==> config.mk <==
export PLATFORM = sky130hd
export DESIGN_NAME = multicycle_controller
export DESIGN_NICKNAME = d
export VERILOG_FILES = /design/src/rtl/multicycle_controller.sv
export SDC_FILE = /design/constraint.sdc
export NUM_CORES = 1
export LEC_CHECK = 0
export ABC_AREA = 1
export CAP_MARGIN = 20
export CORE_ASPECT_RATIO = 1.2
export CORE_UTILIZATION = 35
export DETAILED_ROUTE_END_ITERATION = 10
export GPL_TIMING_DRIVEN = 0
export HOLD_SLACK_MARGIN = 0.08
export PLACE_DENSITY = 0.68
export SLEW_MARGIN = 20
export SYNTH_ARGS = -nofsm -noshare
export SYNTH_HDL_FRONTEND = slang
export SYNTH_SLANG_ARGS = --single-unit
==> constraint.sdc <==
create_clock -name clk_i -period 1.68 [get_ports clk_i]
set_clock_uncertainty 0.1 [all_clocks]
set_input_delay 0.252 -clock clk_i [delete_from_list [all_inputs] [get_ports clk_i]]
set_output_delay 0.252 -clock clk_i [all_outputs]
set_load 0.02 [all_outputs]
==> src/rtl/multicycle_controller.sv <==
// Multicycle RV32-subset control FSM: fetch/decode/exec/mem/writeback with memory-wait watchdog.
// Optional macro BRANCH_FULL_EN enables BNE/BLT/BGE/BLTU/BGEU; default build supports BEQ only.
module multicycle_controller #(
  parameter int WAIT_MAX = 15,
  parameter int ALUC_W   = 4
) (
  input  logic              clk_i,
  input  logic              rst_ni,
  input  logic [6:0]        opcode_i,
  input  logic [2:0]        funct3_i,
  input  logic              funct7_5_i,
  input  logic              zero_i,
  input  logic              lt_i,
  input  logic              ltu_i,
  input  logic              mem_ready_i,
  output logic              mem_req_o,
  output logic              mem_we_o,
  output logic              sel_addr_o,
  output logic              ir_we_o,
  output logic              pc_we_o,
  output logic              rf_we_o,
  output logic              sel_pc_o,
  output logic [1:0]        sel_alu_src_a_o,
  output logic [1:0]        sel_alu_src_b_o,
  output logic [ALUC_W-1:0] alu_control_o,
  output logic [2:0]        sel_ext_o,
  output logic [1:0]        sel_result_o,
  output logic [2:0]        state_o,
  output logic              illegal_o,
  output logic              bus_err_o
);

  typedef enum logic [2:0] {
    S_FETCH = 3'd0, S_DECODE = 3'd1, S_EXEC = 3'd2, S_MEM = 3'd3, S_WB = 3'd4, S_TRAP = 3'd5
  } state_e;

  localparam logic [3:0] ALU_ADD = 4'b0010, ALU_SUB = 4'b0110, ALU_AND = 4'b1110,
                         ALU_OR  = 4'b0001, ALU_XOR = 4'b0011, ALU_SLL = 4'b0100,
                         ALU_SRL = 4'b0101, ALU_SRA = 4'b1000, ALU_SLT = 4'b0111;

  state_e     state_q, state_d;
  logic [7:0] wait_q, wait_d;
  logic       illegal_q, bus_err_q;

  logic is_r, is_i, is_load, is_store, is_br, is_jal, is_lui;
  logic br_ok, br_taken, legal, timeout;
  logic [3:0] alu_c;

  // funct7_5 only selects SUB for R-type; shift-right uses it for both R and I.
  function automatic logic [3:0] alu_op(input logic [2:0] f3, input logic f75, input logic r_type);
    case (f3)
      3'b000:  alu_op = (r_type && f75) ? ALU_SUB : ALU_ADD;
      3'b001:  alu_op = ALU_SLL;
      3'b010:  alu_op = ALU_SLT;
      3'b100:  alu_op = ALU_XOR;
      3'b101:  alu_op = f75 ? ALU_SRA : ALU_SRL;
      3'b110:  alu_op = ALU_OR;
      3'b111:  alu_op = ALU_AND;
      default: alu_op = ALU_ADD;
    endcase
  endfunction

  assign is_r     = (opcode_i == 7'b0110011);
  assign is_i     = (opcode_i == 7'b0010011);
  assign is_load  = (opcode_i == 7'b0000011);
  assign is_store = (opcode_i == 7'b0100011);
  assign is_br    = (opcode_i == 7'b1100011);
  assign is_jal   = (opcode_i == 7'b1101111);
  assign is_lui   = (opcode_i == 7'b0110111);

`ifdef BRANCH_FULL_EN
  assign br_ok = (funct3_i != 3'b010) && (funct3_i != 3'b011);
  always_comb begin
    case (funct3_i)
      3'b000:  br_taken = zero_i;
      3'b001:  br_taken = ~zero_i;
      3'b100:  br_taken = lt_i;
      3'b101:  br_taken = ~lt_i;
      3'b110:  br_taken = ltu_i;
      3'b111:  br_taken = ~ltu_i;
      default: br_taken = 1'b0;
    endcase
  end
`else
  logic unused_flags;
  assign unused_flags = lt_i ^ ltu_i;
  assign br_ok        = (funct3_i == 3'b000);
  assign br_taken     = zero_i;
`endif

  assign legal   = is_r | is_i | is_load | is_store | (is_br & br_ok) | is_jal | is_lui;
  // Watchdog fires on the cycle that would bring the count to WAIT_MAX; a ready that cycle wins.
  assign timeout = (wait_q == 8'(WAIT_MAX - 1)) && !mem_ready_i;
  assign alu_control_o = ALUC_W'(alu_c);
  assign state_o       = state_q;

  always_comb begin
    state_d         = state_q;
    mem_req_o       = 1'b0;
    mem_we_o        = 1'b0;
    sel_addr_o      = 1'b0;
    ir_we_o         = 1'b0;
    pc_we_o         = 1'b0;
    rf_we_o         = 1'b0;
    sel_pc_o        = 1'b0;
    sel_alu_src_a_o = 2'b00;
    sel_alu_src_b_o = 2'b00;
    alu_c           = ALU_ADD;
    sel_result_o    = 2'b00;
    illegal_o       = illegal_q;
    bus_err_o       = bus_err_q;
    if (is_store)     sel_ext_o = 3'b001;
    else if (is_br)   sel_ext_o = 3'b010;
    else if (is_jal)  sel_ext_o = 3'b011;
    else if (is_lui)  sel_ext_o = 3'b100;
    else              sel_ext_o = 3'b000;

    case (state_q)
      S_FETCH: begin
        mem_req_o       = 1'b1;
        sel_alu_src_a_o = 2'b01;
        sel_alu_src_b_o = 2'b10;
        if (mem_ready_i) begin
          ir_we_o = 1'b1;
          pc_we_o = 1'b1;
          state_d = S_DECODE;
        end else if (timeout) begin
          bus_err_o = 1'b1;
          state_d   = S_TRAP;
        end
      end
      S_DECODE: begin
        sel_alu_src_a_o = 2'b10;
        sel_alu_src_b_o = 2'b01;
        if (legal) state_d = S_EXEC;
        else begin
          illegal_o = 1'b1;
          state_d   = S_TRAP;
        end
      end
      S_EXEC: begin
        state_d = S_FETCH;
        if (is_r || is_i) begin
          sel_alu_src_b_o = is_i ? 2'b01 : 2'b00;
          alu_c           = alu_op(funct3_i, funct7_5_i, is_r);
          state_d         = S_WB;
        end else if (is_load || is_store) begin
          sel_alu_src_b_o = 2'b01;
          state_d         = S_MEM;
        end else if (is_br) begin
          alu_c    = ALU_SUB;
          pc_we_o  = br_taken;
          sel_pc_o = br_taken;
        end else if (is_jal) begin
          rf_we_o      = 1'b1;
          sel_result_o = 2'b10;
          pc_we_o      = 1'b1;
          sel_pc_o     = 1'b1;
        end else if (is_lui) begin
          rf_we_o      = 1'b1;
          sel_result_o = 2'b11;
        end
      end
      S_MEM: begin
        mem_req_o  = 1'b1;
        sel_addr_o = 1'b1;
        mem_we_o   = is_store;
        if (mem_ready_i) state_d = is_load ? S_WB : S_FETCH;
        else if (timeout) begin
          bus_err_o = 1'b1;
          state_d   = S_TRAP;
        end
      end
      S_WB: begin
        rf_we_o      = 1'b1;
        sel_result_o = is_load ? 2'b01 : 2'b00;
        state_d      = S_FETCH;
      end
      default: state_d = S_TRAP;
    endcase

    if (state_d != state_q || mem_ready_i) wait_d = 8'd0;
    else if (state_q == S_FETCH || state_q == S_MEM) wait_d = wait_q + 8'd1;
    else wait_d = wait_q;
  end

  always_ff @(posedge clk_i or negedge rst_ni) begin
    if (!rst_ni) begin
      state_q   <= S_FETCH;
      wait_q    <= 8'd0;
      illegal_q <= 1'b0;
      bus_err_q <= 1'b0;
    end else begin
      state_q   <= state_d;
      wait_q    <= wait_d;
      illegal_q <= illegal_o;
      bus_err_q <= bus_err_o;
    end
  end

endmodule

After elaboration in Yosys (flattened, before gate mapping)
Cells that the tools add are included.

Bits of input ports: 17. Output and inout port bits: 25. Word-level logic and storage cells: 97. Flip-flop bits (word level): 13.

Add/sub/neg operators: 1. Equality and inequality tests: 19. Reduce and logical (&&, ||, !) cells: 11. Multiplexer cells: 55. Bitwise gates (word level): 7.

Operators by type and width (number): $mux 3 (13); $pmux 4 s7 (1); $mux 1 (24); $eq 7x6->1 const B (3); $mux 8 (2); $eq 3x3->1 const B (5); $pmux 3 s5 (1); $eq 7x7->1 const B (2); $mux 2 (6); $mux 4 (3); $eq 3x2->1 const B (3); $add 8x1->8 const B (1); $eq 8x4->1 const B (1); $pmux 2 s2 (2); $eq 7x2->1 const B (1); $eq 7x5->1 const B (1); $eq 3x1->1 const B (2); $logic_not 3->1 (2); $or 1x1->1 (6); $pmux 2 s3 (1); $logic_or 1x1->1 (4); $pmux 1 s2 (2); $ne 3x3->1 (1); $logic_and 1x1->1 (2); other kinds (4) (4).

Longest topological paths before layout
Depth after elaboration: 12. Mapped depth: 11. Depth with buffers taken out: 11.

Worst setup path before layout
OpenSTA, ideal clock, no wires.

Kind: flip-flop to output port. Start: register state_q[1], in the netlist state_o[1]. End: output port alu_control_o[3]. Data arrival time: 1.719 ns. Path slack: -0.391 ns. Data required time: 1.328 ns. Buffers on the path: 0. Cell stages (with the launch flop): 5. Cell sequence: dfrtp_1 inv_1 nor3_2 nand3_1 nor4_1.

Longest elaborated chain between the ends: 2.

Ends and longest elaborated chain: start, declared (line 41) `state_e state_q, state_d;`; start signal, assigned (line 194) `state_q <= state_d;`; $eq 3x2->1 (line 118) `case (state_q)`; $mux 4 (line 118); end, declared (line 25) `output logic [ALUC_W-1:0] alu_control_o,`.

Every way passes these cells.

Final worst setup path
Start: register state_q[1], in the netlist state_o[1]. End: output port pc_we_o.

Longest elaborated chain between the ends: 2. Elaborated cells on any way between the ends: 3. Classes of those cells: eq/ne (1); mux (1); reduce/logical (1).

Ends and longest elaborated chain: $eq 3x2->1 or $logic_not 3->1 (tied branches) (line 118); $pmux 1 s2 * (line 118); end, declared (line 20) `output logic pc_we_o,`.

Every way passes the cells marked *; elsewhere a longest branch is shown, timed or not.

==> results_dict.tcl <==
set metrics [dict create \
    status "finished, violations left" \
    violations "negative setup slack" \
    rsz0062_at_grt "true" \
    cts.clk_slew.worst_paths_ns 0.08 \
    syn_nets 190 \
    mostFrequentLayoutCells "nand2_1, buf_6, buf_4" \
    htreeDepth 1 \
    vias 1392 \
    tightest_slew_ns 0.587 \
    seq_area_frac_synth_pct 28.0 \
    crit_path_end_kind "primary output" \
    synth.avg_cell_area_um2 6.78 \
    remaining_drc_errors 0 \
    fin_crit_sh_pct 118 \
    min_path_type "in2async" \
    grt_pass1_wl_um 5640 \
    cp-start-kind "register" \
    cts_buffer_depth 2 \
    period_minus_slack_ns 1.98 \
    io_pins 42 \
    synth_cell_types 25 \
    syn_area_um2 1160 \
    path_cells "inv_2, nor3_4, buf_6, o2111a_2, or2_2, buf_6" \
    pre_cts_ws_ns -1.00 \
    grt_max_degree 14 \
    worst-path-buf-inv 3 \
    vias_per_cell 4.99 \
    drt-total-wl_um 3660 \
    dp.cells 246 \
    cts_made_buffers 3 \
    finalHoldViolations 0 \
    worst_slack_ns -0.303 \
    maxCapViolCount 0 \
    cpPeakStageDelay_ns 0.40 \
    place_hpwl_um 2390 \
    fill_cells 270 \
    holdWs_ns 0.246 \
    slew_headroom_pct 60.8 \
    grt_pass1_vias 1298 \
    first_iter_violations 36 \
    slew_viol_final 0 \
    core_area_um2 3110 \
    final_common_cell "nand2_1" \
    floorplan.initialDensity_pct 37.3 \
    die_w_um 54.6 \
    place_congestion 0.764 \
    clkSinkCount 13 \
    path_class "reg2out" \
    synth_cells 171 \
    grt_overflow 0 \
    final_nets 263 \
    cp_common_cell "buf_6" \
    cp_max_fo 4 \
    num_antenna_cells 0 \
    drtAntennaViolNets 0 \
    finalNonFillerCells 279 \
    area_growth_pct 79.6 \
    antenna_found_initial 0 \
    synth_seq_cells 13 \
    maxClockFrequency_mhz 504 \
    drtPass1Iterations 4 \
    clk_latency_ns 0.27 \
    fp.dieH_um 65.1 \
    worstPathRequired_ns 1.33 \
    setup_viol 25 \
    port_buffers 39 \
    rows 22 \
    p_per_area_nw_per_um2 295 \
    cts_root_buf "clkbuf_4" \
    yosys_warnings 0 \
    drt-wirelength-per-cell_um 13.1 \
    ir_worst_vdd_v 0.000245 \
    die-area_um2 3550 \
    critPathSlowestCell "dfrtp_2" \
    cts_tree "yes" \
    utilization_pct 67.0 \
    cpLargestDelayFamily "simple AND/OR/NAND/NOR gates" \
    grt_usage_pct 21.8 \
    drive_above_1_share_pct 53.1 \
    crit_arrival_ns 1.63 \
    p_leak_nw 0.994 \
]
==> metal layers <==
metal	up-vias	routed length, µm	track usage (%)
li1	685	-	-
met1	645	1280	23.3
met2	54	2100	41.5
met3	8	193	1.17
met4	0	82	9.29
met5	-	0	0
==> layout make-up <==
type,count,area (µm²),area share [%]
Multi-Input combinational cell,127,912,43.8
Timing Repair Buffer,68,639,30.7
Sequential cell,13,329,15.8
Inverter,30,120,5.77
Tap cell,36,45.0,2.16
Clock buffer,4,26.3,1.26
Buffer,1,11.3,0.541
==> logic make-up after synthesis <==
logic type | Yosys count | synth area share (%)
simple gates | 108 | 48.5
fa+ha+maj | 2 | 2.16
xor+xnor | 6 | 4.53
compound gates | 11 | 6.36
buf+inv | 31 | 10.4
flops | 13 | 28.0
==> repair_timing <==
item                                   in CTS  in global routing
pin swaps                                  26                 16
hold buffers                                0                  0
resized for setup                         149                 46
endpoints found under the hold margin       0                  0
setup buffers                              24                  7
setup endpoints to repair                  33                 29
==> cells in the mapped netlist <==
| cell type | n | area share [%] |
|---|---|---|
| nand2_1 | 41 | 13 |
| nor2_1 | 28 | 9.1 |
| inv_1 | 25 | 8.1 |
| dfrtp_1 | 13 | 28 |
| nand3_1 | 10 | 4.3 |
| nor3_2 | 10 | 8.6 |
| xor2_1 | 6 | 4.5 |
| inv_2 | 5 | 1.6 |
| nand4_1 | 4 | 2.2 |
| o21ai_0 | 4 | 1.7 |
| a21oi_1 | 3 | 1.3 |
| nand3_2 | 3 | 2.6 |
| nor3_1 | 3 | 1.3 |
| ha_1 | 2 | 2.2 |
| nand2_2 | 2 | 1.1 |
| nand3_4 | 2 | 3.0 |
| nor2_2 | 2 | 1.1 |
| a221oi_1 | 1 | 0.76 |
| a31o_2 | 1 | 0.76 |
| a32o_1 | 1 | 0.86 |
| buf_4 | 1 | 0.65 |
| nand2_4 | 1 | 0.97 |
| nor4_1 | 1 | 0.54 |
| o2111a_1 | 1 | 0.97 |
| or2_2 | 1 | 0.54 |
==> final timing paths <==
kind	start	to	slack, ns	cells past startpoint
max in group asynchronous	rst_ni	state_o[0]$_DFF_PN0_	0.82	1
min in group clk_i	bus_err_q$_DFF_PN0_	bus_err_q$_DFF_PN0_	0.37	2
worst min register to register	bus_err_q$_DFF_PN0_	bus_err_q$_DFF_PN0_	0.37	2
worst max-delay path	state_o[1]$_DFF_PN0_	pc_we_o	-0.30	6
worst min-delay path	rst_ni	bus_err_q$_DFF_PN0_	0.25	1
worst max register to register	state_o[0]$_DFF_PN0_	wait_q[7]$_DFFE_PN0P_	-0.28	12
==> where the power goes <==
group	switching, mW	leakage [nW]	internal, mW
logic	0.0680	0.821	0.0421
registers	0.000000000000000407	0.158	0.312
clock network	0.101	0.0150	0.0921
total	0.169	0.994	0.447
==> state kept, by name (all words and copies together) (netlist names) <==
name	flops
state_o	3
bus_err_q	1
illegal_q	1
wait_q	8
==> per-stage QoR <==
| step | TNS, ns | total power, mW | cell area, µm² |
|---|---|---|---|
| after detailed placement | -18.26 | 0.415 | 1660 |
| after global placement | -17.35 | 0.413 | 1660 |
| after floorplan | -0.0514 | 0.360 | 1220 |
| final | -5.22 | 0.616 | 2080 |
| after global routing | -6.99 | 0.642 | 2080 |
| after CTS | -4.50 | 0.620 | 1960 |
No activity file was read; power rests on OpenSTA's default activity.
